File: src/rtl/npu_job_controller_pkg.sv
// Shared types for the NPU job front-end: host-visible status codes and FSM states.
package npu_job_controller_pkg;

    typedef enum logic [1:0] {
        WAITING          = 2'd0,
        BUSY             = 2'd1,
        DONE_AND_WAITING = 2'd2
    } system_status_t;

    typedef enum logic [1:0] {
        IDLE_MEMORY = 2'd0,
        READING     = 2'd1,
        WRITING     = 2'd2
    } memory_status_t;

    typedef enum logic [1:0] {
        NO_ERROR        = 2'd0,
        INVALID_N_VALUE = 2'd1,
        OUT_OF_BOUNDS   = 2'd2,
        OVERFLOW        = 2'd3
    } error_code_t;

    typedef enum logic [2:0] {
        S_IDLE   = 3'd0,
        S_CHECK  = 3'd1,
        S_VERIFY = 3'd2,
        S_LAUNCH = 3'd3,
        S_RUN    = 3'd4,
        S_DONE   = 3'd5,
        S_ERROR  = 3'd6
    } job_state_t;

    // Host-visible status for a job state; the stepping path uses the same mapping.
    function automatic system_status_t status_of(input job_state_t s);
        system_status_t r;
        r = WAITING;
        case (s)
            S_CHECK, S_VERIFY, S_LAUNCH, S_RUN: r = BUSY;
            S_DONE:                             r = DONE_AND_WAITING;
            default:                            r = WAITING;
        endcase
        return r;
    endfunction

endpackage

File: src/rtl/npu_job_checker.sv
// Command validation pipeline: N*N and the N range check are registered in CHECK,
// the region bound test is evaluated from those registers during VERIFY.
module npu_job_checker #(
    parameter int ADDR_W    = 12,
    parameter int N_W       = 9,
    parameter int MAX_N     = 128,
    parameter int MEM_DEPTH = 4096
) (
    input  logic              clk,
    input  logic              rst_n,
    input  logic              check_en,
    input  logic [N_W-1:0]    cfg_n,
    input  logic [ADDR_W-1:0] cfg_addr_a,
    input  logic [ADDR_W-1:0] cfg_addr_b,
    input  logic [ADDR_W-1:0] cfg_addr_c,
    output logic              n_bad,
    output logic              oob
);
    localparam int SQ_W  = 2 * N_W;
    // One bit wider than either operand so addr + N*N can never wrap.
    localparam int SUM_W = ((ADDR_W > SQ_W) ? ADDR_W : SQ_W) + 1;

    logic [SQ_W-1:0]  sq;
    logic [SUM_W-1:0] end_a, end_b, end_c;

    // First stage: square N and range-check it while the command sits in CHECK.
    always_ff @(posedge clk or negedge rst_n) begin
        if (!rst_n) begin
            sq    <= '0;
            n_bad <= 1'b0;
        end else if (check_en) begin
            sq    <= SQ_W'(cfg_n) * SQ_W'(cfg_n);
            n_bad <= (cfg_n == '0) || (cfg_n > N_W'(MAX_N));
        end
    end

    // Second stage: any region ending past the memory is out of bounds.
    always_comb begin
        end_a = {{(SUM_W-ADDR_W){1'b0}}, cfg_addr_a} + {{(SUM_W-SQ_W){1'b0}}, sq};
        end_b = {{(SUM_W-ADDR_W){1'b0}}, cfg_addr_b} + {{(SUM_W-SQ_W){1'b0}}, sq};
        end_c = {{(SUM_W-ADDR_W){1'b0}}, cfg_addr_c} + {{(SUM_W-SQ_W){1'b0}}, sq};
        oob   = (end_a > SUM_W'(MEM_DEPTH)) || (end_b > SUM_W'(MEM_DEPTH)) ||
                (end_c > SUM_W'(MEM_DEPTH));
    end

endmodule

File: src/rtl/npu_job_controller.sv
// Job front-end for the systolic array: accepts, validates and launches matmul jobs,
// then tracks completion, overflow, run time and job count for the host.
//
//   state    | meaning
//   ---------+-----------------------------------------------
//   S_IDLE   | waiting for a command (cmd_ready=1)
//   S_CHECK  | N*N and N range being registered
//   S_VERIFY | region bounds evaluated, pick ERROR or LAUNCH
//   S_LAUNCH | one-cycle launch pulse to the array
//   S_RUN    | array busy, count cycles, watch done/overflow
//   S_DONE   | job finished, may accept the next command
//   S_ERROR  | sticky command error until err_clear
module npu_job_controller
    import npu_job_controller_pkg::*;
#(
    parameter int ADDR_W    = 12,
    parameter int N_W       = 9,
    parameter int MAX_N     = 128,
    parameter int MEM_DEPTH = 4096,
    parameter int CYC_W     = 24,
    parameter int CNT_W     = 16
) (
    input  logic              clk,
    input  logic              rst_n,
    input  logic              cmd_valid,
    output logic              cmd_ready,
    input  logic [ADDR_W-1:0] addr_a,
    input  logic [ADDR_W-1:0] addr_b,
    input  logic [ADDR_W-1:0] addr_c,
    input  logic [N_W-1:0]    matrix_n,
    input  logic              abort,
    input  logic              err_clear,
    input  logic              core_done,
    input  logic              core_overflow,
    input  logic              mem_rd_active,
    input  logic              mem_wr_active,
    output logic              launch,
    output logic [ADDR_W-1:0] cfg_addr_a,
    output logic [ADDR_W-1:0] cfg_addr_b,
    output logic [ADDR_W-1:0] cfg_addr_c,
    output logic [N_W-1:0]    cfg_n,
    output system_status_t    system_status,
    output memory_status_t    memory_status,
    output error_code_t       error_code,
    output logic              new_data_out,
    output logic [CYC_W-1:0]  run_cycles,
    output logic [CNT_W-1:0]  op_count
);
    job_state_t state, next_state;
    logic       accept, n_bad, oob;

    // cmd_ready is registered, so it is already low in IDLE during the reset cycle.
    assign accept       = cmd_valid && cmd_ready;
    assign new_data_out = launch;

    npu_job_checker #(
        .ADDR_W    (ADDR_W),
        .N_W       (N_W),
        .MAX_N     (MAX_N),
        .MEM_DEPTH (MEM_DEPTH)
    ) u_checker (
        .clk        (clk),
        .rst_n      (rst_n),
        .check_en   (state == S_CHECK),
        .cfg_n      (cfg_n),
        .cfg_addr_a (cfg_addr_a),
        .cfg_addr_b (cfg_addr_b),
        .cfg_addr_c (cfg_addr_c),
        .n_bad      (n_bad),
        .oob        (oob)
    );

    // State register.
    always_ff @(posedge clk or negedge rst_n) begin
        if (!rst_n) state <= S_IDLE;
        else        state <= next_state;
    end

    // Next-state logic; abort wins over core_done in the busy states.
    always_comb begin
        next_state = state;
        case (state)
            S_IDLE:   if (accept) next_state = S_CHECK;
            S_CHECK:  next_state = abort ? S_IDLE : S_VERIFY;
            S_VERIFY: begin
                if (abort)             next_state = S_IDLE;
                else if (n_bad || oob) next_state = S_ERROR;
                else                   next_state = S_LAUNCH;
            end
            S_LAUNCH: next_state = abort ? S_IDLE : S_RUN;
            S_RUN: begin
                if (abort)          next_state = S_IDLE;
                else if (core_done) next_state = S_DONE;
            end
            S_DONE:   if (accept) next_state = S_CHECK;
            S_ERROR:  if (err_clear) next_state = S_IDLE;
            default:  next_state = S_IDLE;
        endcase
    end

    // Handshake, launch pulse and status registered from the next state.
    always_ff @(posedge clk or negedge rst_n) begin
        if (!rst_n) begin
            cmd_ready     <= 1'b0;
            launch        <= 1'b0;
            system_status <= WAITING;
            memory_status <= IDLE_MEMORY;
        end else begin
            cmd_ready     <= (next_state == S_IDLE) || (next_state == S_DONE);
            launch        <= (next_state == S_LAUNCH);
            system_status <= status_of(next_state);
            if (state == S_RUN && next_state == S_RUN)
                memory_status <= mem_wr_active ? WRITING :
                                 mem_rd_active ? READING : IDLE_MEMORY;
            else
                memory_status <= IDLE_MEMORY;
        end
    end

    // Command latch and error code; an accepted command starts with a clean error.
    always_ff @(posedge clk or negedge rst_n) begin
        if (!rst_n) begin
            cfg_addr_a <= '0;
            cfg_addr_b <= '0;
            cfg_addr_c <= '0;
            cfg_n      <= '0;
            error_code <= NO_ERROR;
        end else if (accept) begin
            cfg_addr_a <= addr_a;
            cfg_addr_b <= addr_b;
            cfg_addr_c <= addr_c;
            cfg_n      <= matrix_n;
            error_code <= NO_ERROR;
        end else begin
            case (state)
                S_VERIFY: if (!abort) begin
                    if (n_bad)    error_code <= INVALID_N_VALUE;
                    else if (oob) error_code <= OUT_OF_BOUNDS;
                end
                S_RUN:   if (!abort && core_overflow) error_code <= OVERFLOW;
                S_DONE:  if (err_clear && error_code == OVERFLOW) error_code <= NO_ERROR;
                S_ERROR: if (err_clear) error_code <= NO_ERROR;
                default: ;
            endcase
        end
    end

    // Run-cycle counter (saturating) and completed-job counter (wrapping).
    always_ff @(posedge clk or negedge rst_n) begin
        if (!rst_n) begin
            run_cycles <= '0;
            op_count   <= '0;
        end else begin
            if (accept)
                run_cycles <= '0;
            else if (state == S_RUN && run_cycles != '1)
                run_cycles <= run_cycles + CYC_W'(1);
            if (state == S_RUN && next_state == S_DONE)
                op_count <= op_count + CNT_W'(1);
        end
    end

endmodule

File: config.mk
export PLATFORM = sky130hd
export DESIGN_NAME = npu_job_controller
export DESIGN_NICKNAME = d
export VERILOG_FILES = /design/src/rtl/npu_job_controller_pkg.sv /design/src/rtl/npu_job_checker.sv /design/src/rtl/npu_job_controller.sv
export SDC_FILE = /design/constraint.sdc
export NUM_CORES = 1
export LEC_CHECK = 0
export BUFFER_PORTS_ARGS = -buffer_cell sky130_fd_sc_hd__buf_4
export CAP_MARGIN = 5
export CORE_UTILIZATION = 58
export CTS_CLUSTER_SIZE = 14
export DETAILED_ROUTE_END_ITERATION = 7
export PLACE_DENSITY = 0.89
export SYNTH_ARGS = -nofsm -noshare
export SYNTH_HDL_FRONTEND = slang
export SYNTH_SLANG_ARGS = --single-unit
File: constraint.sdc
create_clock -name clk -period 6.15 [get_ports clk]
set_input_delay 0.3075 -clock clk [delete_from_list [all_inputs] [get_ports clk]]
set_output_delay 0.3075 -clock clk [all_outputs]
set_load 0.03 [all_outputs]
Yosys cells after proc, flatten, opt, wreduce, memory -nomap -nowiden
Index checks and enable logic that the tools add are counted.
- word-level logic and storage cells: 85
- register bits after elaboration: 115
- input port bits: 54
- output and inout bits: 94
- equal/unequal tests: 18
- reduce and logical (&&, ||, !) cells: 20
- multiplexer cells: 23
- multiply operators: 1
- $lt $le $gt $ge: 4
- add/sub/neg operators: 5
- operators with widths (kind ; count):
    12-bit by 18-bit adder with 19-bit output ; 3
    19-bit by 13-bit greater-than comparator with 1-bit output (second input constant) ; 3
    24-bit two-way mux ; 2
    24-bit by 1-bit adder with 24-bit output (second input constant) ; 1
    24-bit != test (second input constant) ; 1
    3-bit two-way mux ; 7
    2-bit two-way mux ; 10
    9-bit by 9-bit multiplier with 18-bit output ; 1
    3-bit case mux with 6 select lines ; 1
    16-bit by 1-bit adder with 16-bit output (second input constant) ; 1
    3-bit equality test (second input constant) ; 5
    3-bit by 2-bit equality test with 1-bit output (second input constant) ; 4
    9-bit by 8-bit greater-than comparator with 1-bit output (second input constant) ; 1
    9-bit logical NOT ; 1
    3-bit != test (second input constant) ; 3
    2-bit case mux with 4 select lines ; 1
    3-bit by 1-bit equality test with 1-bit output (second input constant) ; 2
    1-bit logical AND ; 6
    3-bit logical NOT ; 2
    6-bit AND reduction ; 1
    1-bit logical OR ; 5
    5-bit nonzero test ; 1
    4-bit by 3-bit != test with 1-bit output (second input constant) ; 1
    2-bit case mux with 2 select lines ; 1
    7 further kinds ; 7

Depth between registers and ports, before layout
- depth in word-level cells: 11
- gate-level depth with buffers: 20
- gate-level depth less buffers: 19

By module
A second synthesis with hierarchy kept.
- cell total of the unflattened synthesis: 1067
- area total of the unflattened synthesis: 9323.9 µm²
- modules (own cells, without submodules) (module ; cells an instance ; sequential area each (µm²) ; instances ; area each (µm²)):
    npu_job_checker ; 607 ; 450.4 ; 1 ; 4948.5
    npu_job_controller ; 460 ; 2402.3 ; 1 ; 4375.4

Worst setup path after synthesis
No wires, ideal clock.
- kind: reg-to-reg
- start: register cfg_n[5]
- end: register u_checker.sq[17]
- path buffers: 1
- library setup time: 0.069 ns
- clock period less this slack: 4.909 ns
- cell stages (with the launch flop): 21
- data arrival time: 4.840 ns
- path slack: 1.241 ns
- data required time: 6.081 ns
- cells stage by stage: dfrtp_1 > clkbuf_1 > and2_1 > fa_1 > inv_1 > fa_1 > inv_1 > ha_1 > inv_1 > fa_1 > inv_1 > ha_1 > a21o_1 > a21oi_1 > o21ai_0 > a21oi_1 > o21ai_0 > a21boi_0 > o21bai_1 > a2111o_1 > nand3_1
- longest elaborated chain between the ends: 1
- ends and longest elaborated chain (what ; RTL line ; source):
    start, declared ; npu_job_controller.sv:41 ; output logic [N_W-1:0] cfg_n,
    start signal, assigned ; npu_job_controller.sv:132 ; cfg_n <= matrix_n;
    9-bit by 9-bit multiplier with 18-bit output ; npu_job_checker.sv:32 ; sq <= SQ_W'(cfg_n) * SQ_W'(cfg_n);
    end signal, assigned ; npu_job_checker.sv:32 ;
    end, declared ; npu_job_checker.sv:23 ; logic [SQ_W-1:0] sq;
No other way between the ends.
A chain may end at the register's enable or synchronous reset.

Worst setup path in the final report
- start: register cfg_n[5]
- end: register u_checker.sq[15]
The elaborated chain is that of the path after synthesis.

==> reports/metrics.csv <==
stage,metric,value,unit
run_status,status,finished clean,
setup_path,cp-end-kind,register,
drt,wl_met3,1.159,mm
synthesis,ys.flop_type,dfrtp_1,
global_routing,grt_max_degree,76,
setup_path,cp.arrival,5.41,ns
global_routing,antenna_found_initial,0,
die,dieHeight,124.7,um
synthesis,synth_top_area_share,0.3268,
clock_tree,clock-sinks,114,
clock_tree,clock-root-buffer,clkbuf_16,
sta,maxSlewViolCount,0,
setup_path,crit_path_start_kind,register,
finish,drive_gt1_frac,0.1808,
clock_tree,cts-buffers-inserted,17,
die,initial_core_util,0.5984,
finish,area_growth,21.31,%
sta,tightest_slew,0.7918,ns
synthesis,yosysMostFrequentCell,nand2_1,
place,io_buffer_count,147,
sta,hold_viol_final,0,
clock_tree,post_cts_buffers,0,
worst_hold_path,worstHoldPathType,input pin to register,
die,die_area,0.01555,mm2
drt,wl_met1,9.313,mm
setup_path,r2r_end,u_checker.sq[15]$_DFFE_PN0N_,
synthesis,syn_area,0.008730,mm2
die,num_rows,44,
clock_tree,cts_max_level,4,
drt,drt_pass1_iterations,5,
drt,totalWireLength,21.61,mm
sta,setup_viol,0,
global_routing,grt_pass1_wl,35.94,mm
finish,diodes,0,
sta,fin_crit_sh,0.8275,
drt,routed.top_layer,met4,
synthesis,synthesis.area_per_instance,8.747,um2
synthesis,seq_area_frac_synth,0.3268,
place,dp_hpwl,15.84,mm
synthesis,syn_nets,1157,
sta,slew_headroom,0.4721,
drt,via_per_inst,5.773,
setup_path,critPathCapture,u_checker.sq[15]$_DFFE_PN0N_,
global_routing,gr-usage-all-layers,0.2852,
setup_path,worstSetupPathType,register to register,
clock_tree,clock_path_buffers,2,
setup_path,timing.rr.start,cfg_n[5]$_DFFE_PN0P_,
setup_path,crit_path_max_fanout,12,
drt,detail_route.wl_per_cell,16.26,um
setup_path,required,6.47,ns
drt,vias,7672,
setup_path,worst-r2r-cell-count,19,
synthesis,netlist_instances,998,
synthesis,async_flop_share,1.000,
sta,fin_crit,5.089,ns
synthesis,ys.warnings.count,0,
global_routing,grt_pass1_vias,7453,
sta,setup_tns,0,ns
clock_tree,tritoncts,done,
clock_tree,clk_pin_slew,0.07,ns
clock_tree,cts-resized-gates,0,
sta,skew,0.01755,ns
finish,fin_nets,1291,
drt,drt-initial-drc-count,591,
global_routing,grt_overflow_total,0,
synthesis,yosys.area.top_type,dfrtp_1,
sta,fmax,196.5,MHz
drt,ant_nets,0,
finish,n_fill_cell,1060,
job,drv_cap,0,
finish,multi_input_area,0.005469,mm2
sta,rsz0062_at_grt,false,
finish,register_area,0.002853,mm2
die,io_pins,148,
synthesis,synth_edf_count,0,
synthesis,ys_seq_elements,114,
place,place_congestion,0.9156,
clock_tree,clk_latency,0.43,ns
synthesis,synth_cell_types,79,
synthesis,netlist_top_cells_area,"dfrtp_1 33%, ha_1 10%, nand2_1 8.7%",
synthesis,synth.top_cells.by_count,"202 x nand2_1, 114 x dfrtp_1, 70 x ha_1, 66 x inv_1, 61 x nor2_1",
setup_path,regToRegSetupSlack,1.06,ns
drt,drc,0,
die,coreArea,0.01459,mm2
drt,wl_met2,10.44,mm
setup_path,startpoint,cfg_n[5]$_DFFE_PN0P_,
die,fp.dieW,124.7,um
-- logic make-up after synthesis --
logic type | share of synthesized area
simple gates | 0.2378
compound gates | 0.1385
flops | 0.3268
fa+ha+maj | 0.1806
buf+inv | 0.04687
xor+xnor | 0.06120
mux | 0.008313
-- routing by layer --
layer  vias up  GRT usage
met5         -          0
met4         0     0.1219
met3        59    0.05584
met2       264     0.4716
met1      3653     0.3636
li1       3696          -
-- area by class of cell --
type,instances,share of cell area
multi-input combinational,781,0.5164
inverter,67,0.02375
clock buffer,19,0.04277
tap,184,0.02174
sequential,114,0.2694
clock inverter,13,0.01867
timing repair buffer,151,0.1073
-- critical path: stages (launching register included) --
cell,delay (ns)
dfrtp_1,0.49
and2_1,0.23
fa_1,0.57
inv_1,0.07
fa_1,0.50
inv_1,0.04
ha_1,0.26
inv_1,0.06
fa_1,0.58
inv_1,0.06
ha_1,0.28
a21o_1,0.15
a21oi_1,0.20
o21ai_0,0.12
a21oi_1,0.21
o21ai_0,0.20
a21boi_0,0.34
o21ai_0,0.19
and3_1,0.23
o31ai_1,0.19
-- sequential cells by signal, summed over array words and instances, names as in the netlist, 3 cells and up --
signal and count:
op_count 16, state 3, cfg_addr_a 12, cfg_addr_c 12, u_checker.sq 17, run_cycles 24, cfg_n 9, cfg_addr_b 12
-- per-stage QoR --
stage,setup slack [ns],hold slack [ns],utilization,std cells,area [um2]
floorplan,1.241,0.01191,-,998,8730
global placement,1.185,0.4251,0.6806,1296,9930
detailed placement,1.073,0.4281,0.6806,1296,9930
CTS,1.058,0.05807,0.7259,1329,10590
global route,0.7356,0.07131,0.7259,1329,10590
finish,1.061,0.06361,0.7259,1329,10590
-- worst min-delay path by stage --
stage	to	start	slack [ns]	depth (start not counted)
floorplan	cfg_addr_a[0]$_DFFE_PN0P_	rst_n	0.01	0
global placement	run_cycles[9]$_DFFE_PN0P_	rst_n	0.43	1
detailed placement	run_cycles[8]$_DFFE_PN0P_	rst_n	0.43	1
CTS	cfg_n[6]$_DFFE_PN0P_	matrix_n[6]	0.06	3
global route	cfg_n[6]$_DFFE_PN0P_	matrix_n[6]	0.07	3
finish	cfg_n[6]$_DFFE_PN0P_	matrix_n[6]	0.06	3
-- what timing repair did --
action | 4_1_cts | 5_1_grt
endpoints found under the setup margin | 0 | 0
hold endpoints to repair | 35 | 0
hold buffers | 1 | 0
-- cell usage in the layout (no fill, tap or decap), types with 5 or more instances in the layout --
master / netlist / routed
nand2_1: 202 / 202
buf_4: 2 / 150
dfrtp_1: 114 / 114
ha_1: 70 / 70
inv_1: 66 / 66
nor2_1: 61 / 61
o21ai_0: 42 / 42
a21oi_1: 39 / 39
xnor2_1: 37 / 37
fa_1: 35 / 35
and2_1: 35 / 34
nand3_1: 28 / 28
xor2_1: 24 / 24
clkbuf_16: 0 / 17
nand2b_1: 16 / 16
and3_1: 16 / 16
nand4_1: 14 / 14
a21o_1: 12 / 12
or3_1: 10 / 10
nor3_1: 9 / 9
nor2b_1: 8 / 8
o21a_1: 7 / 7
o31ai_1: 7 / 7
a211oi_1: 6 / 6
a31oi_1: 5 / 5
o22ai_1: 5 / 5
mux2i_1: 5 / 5
nor4_1: 5 / 5
and4_1: 5 / 5
Power is not shown: default switching activity piles up to over one toggle a cycle in this logic, so the estimate is an artifact.
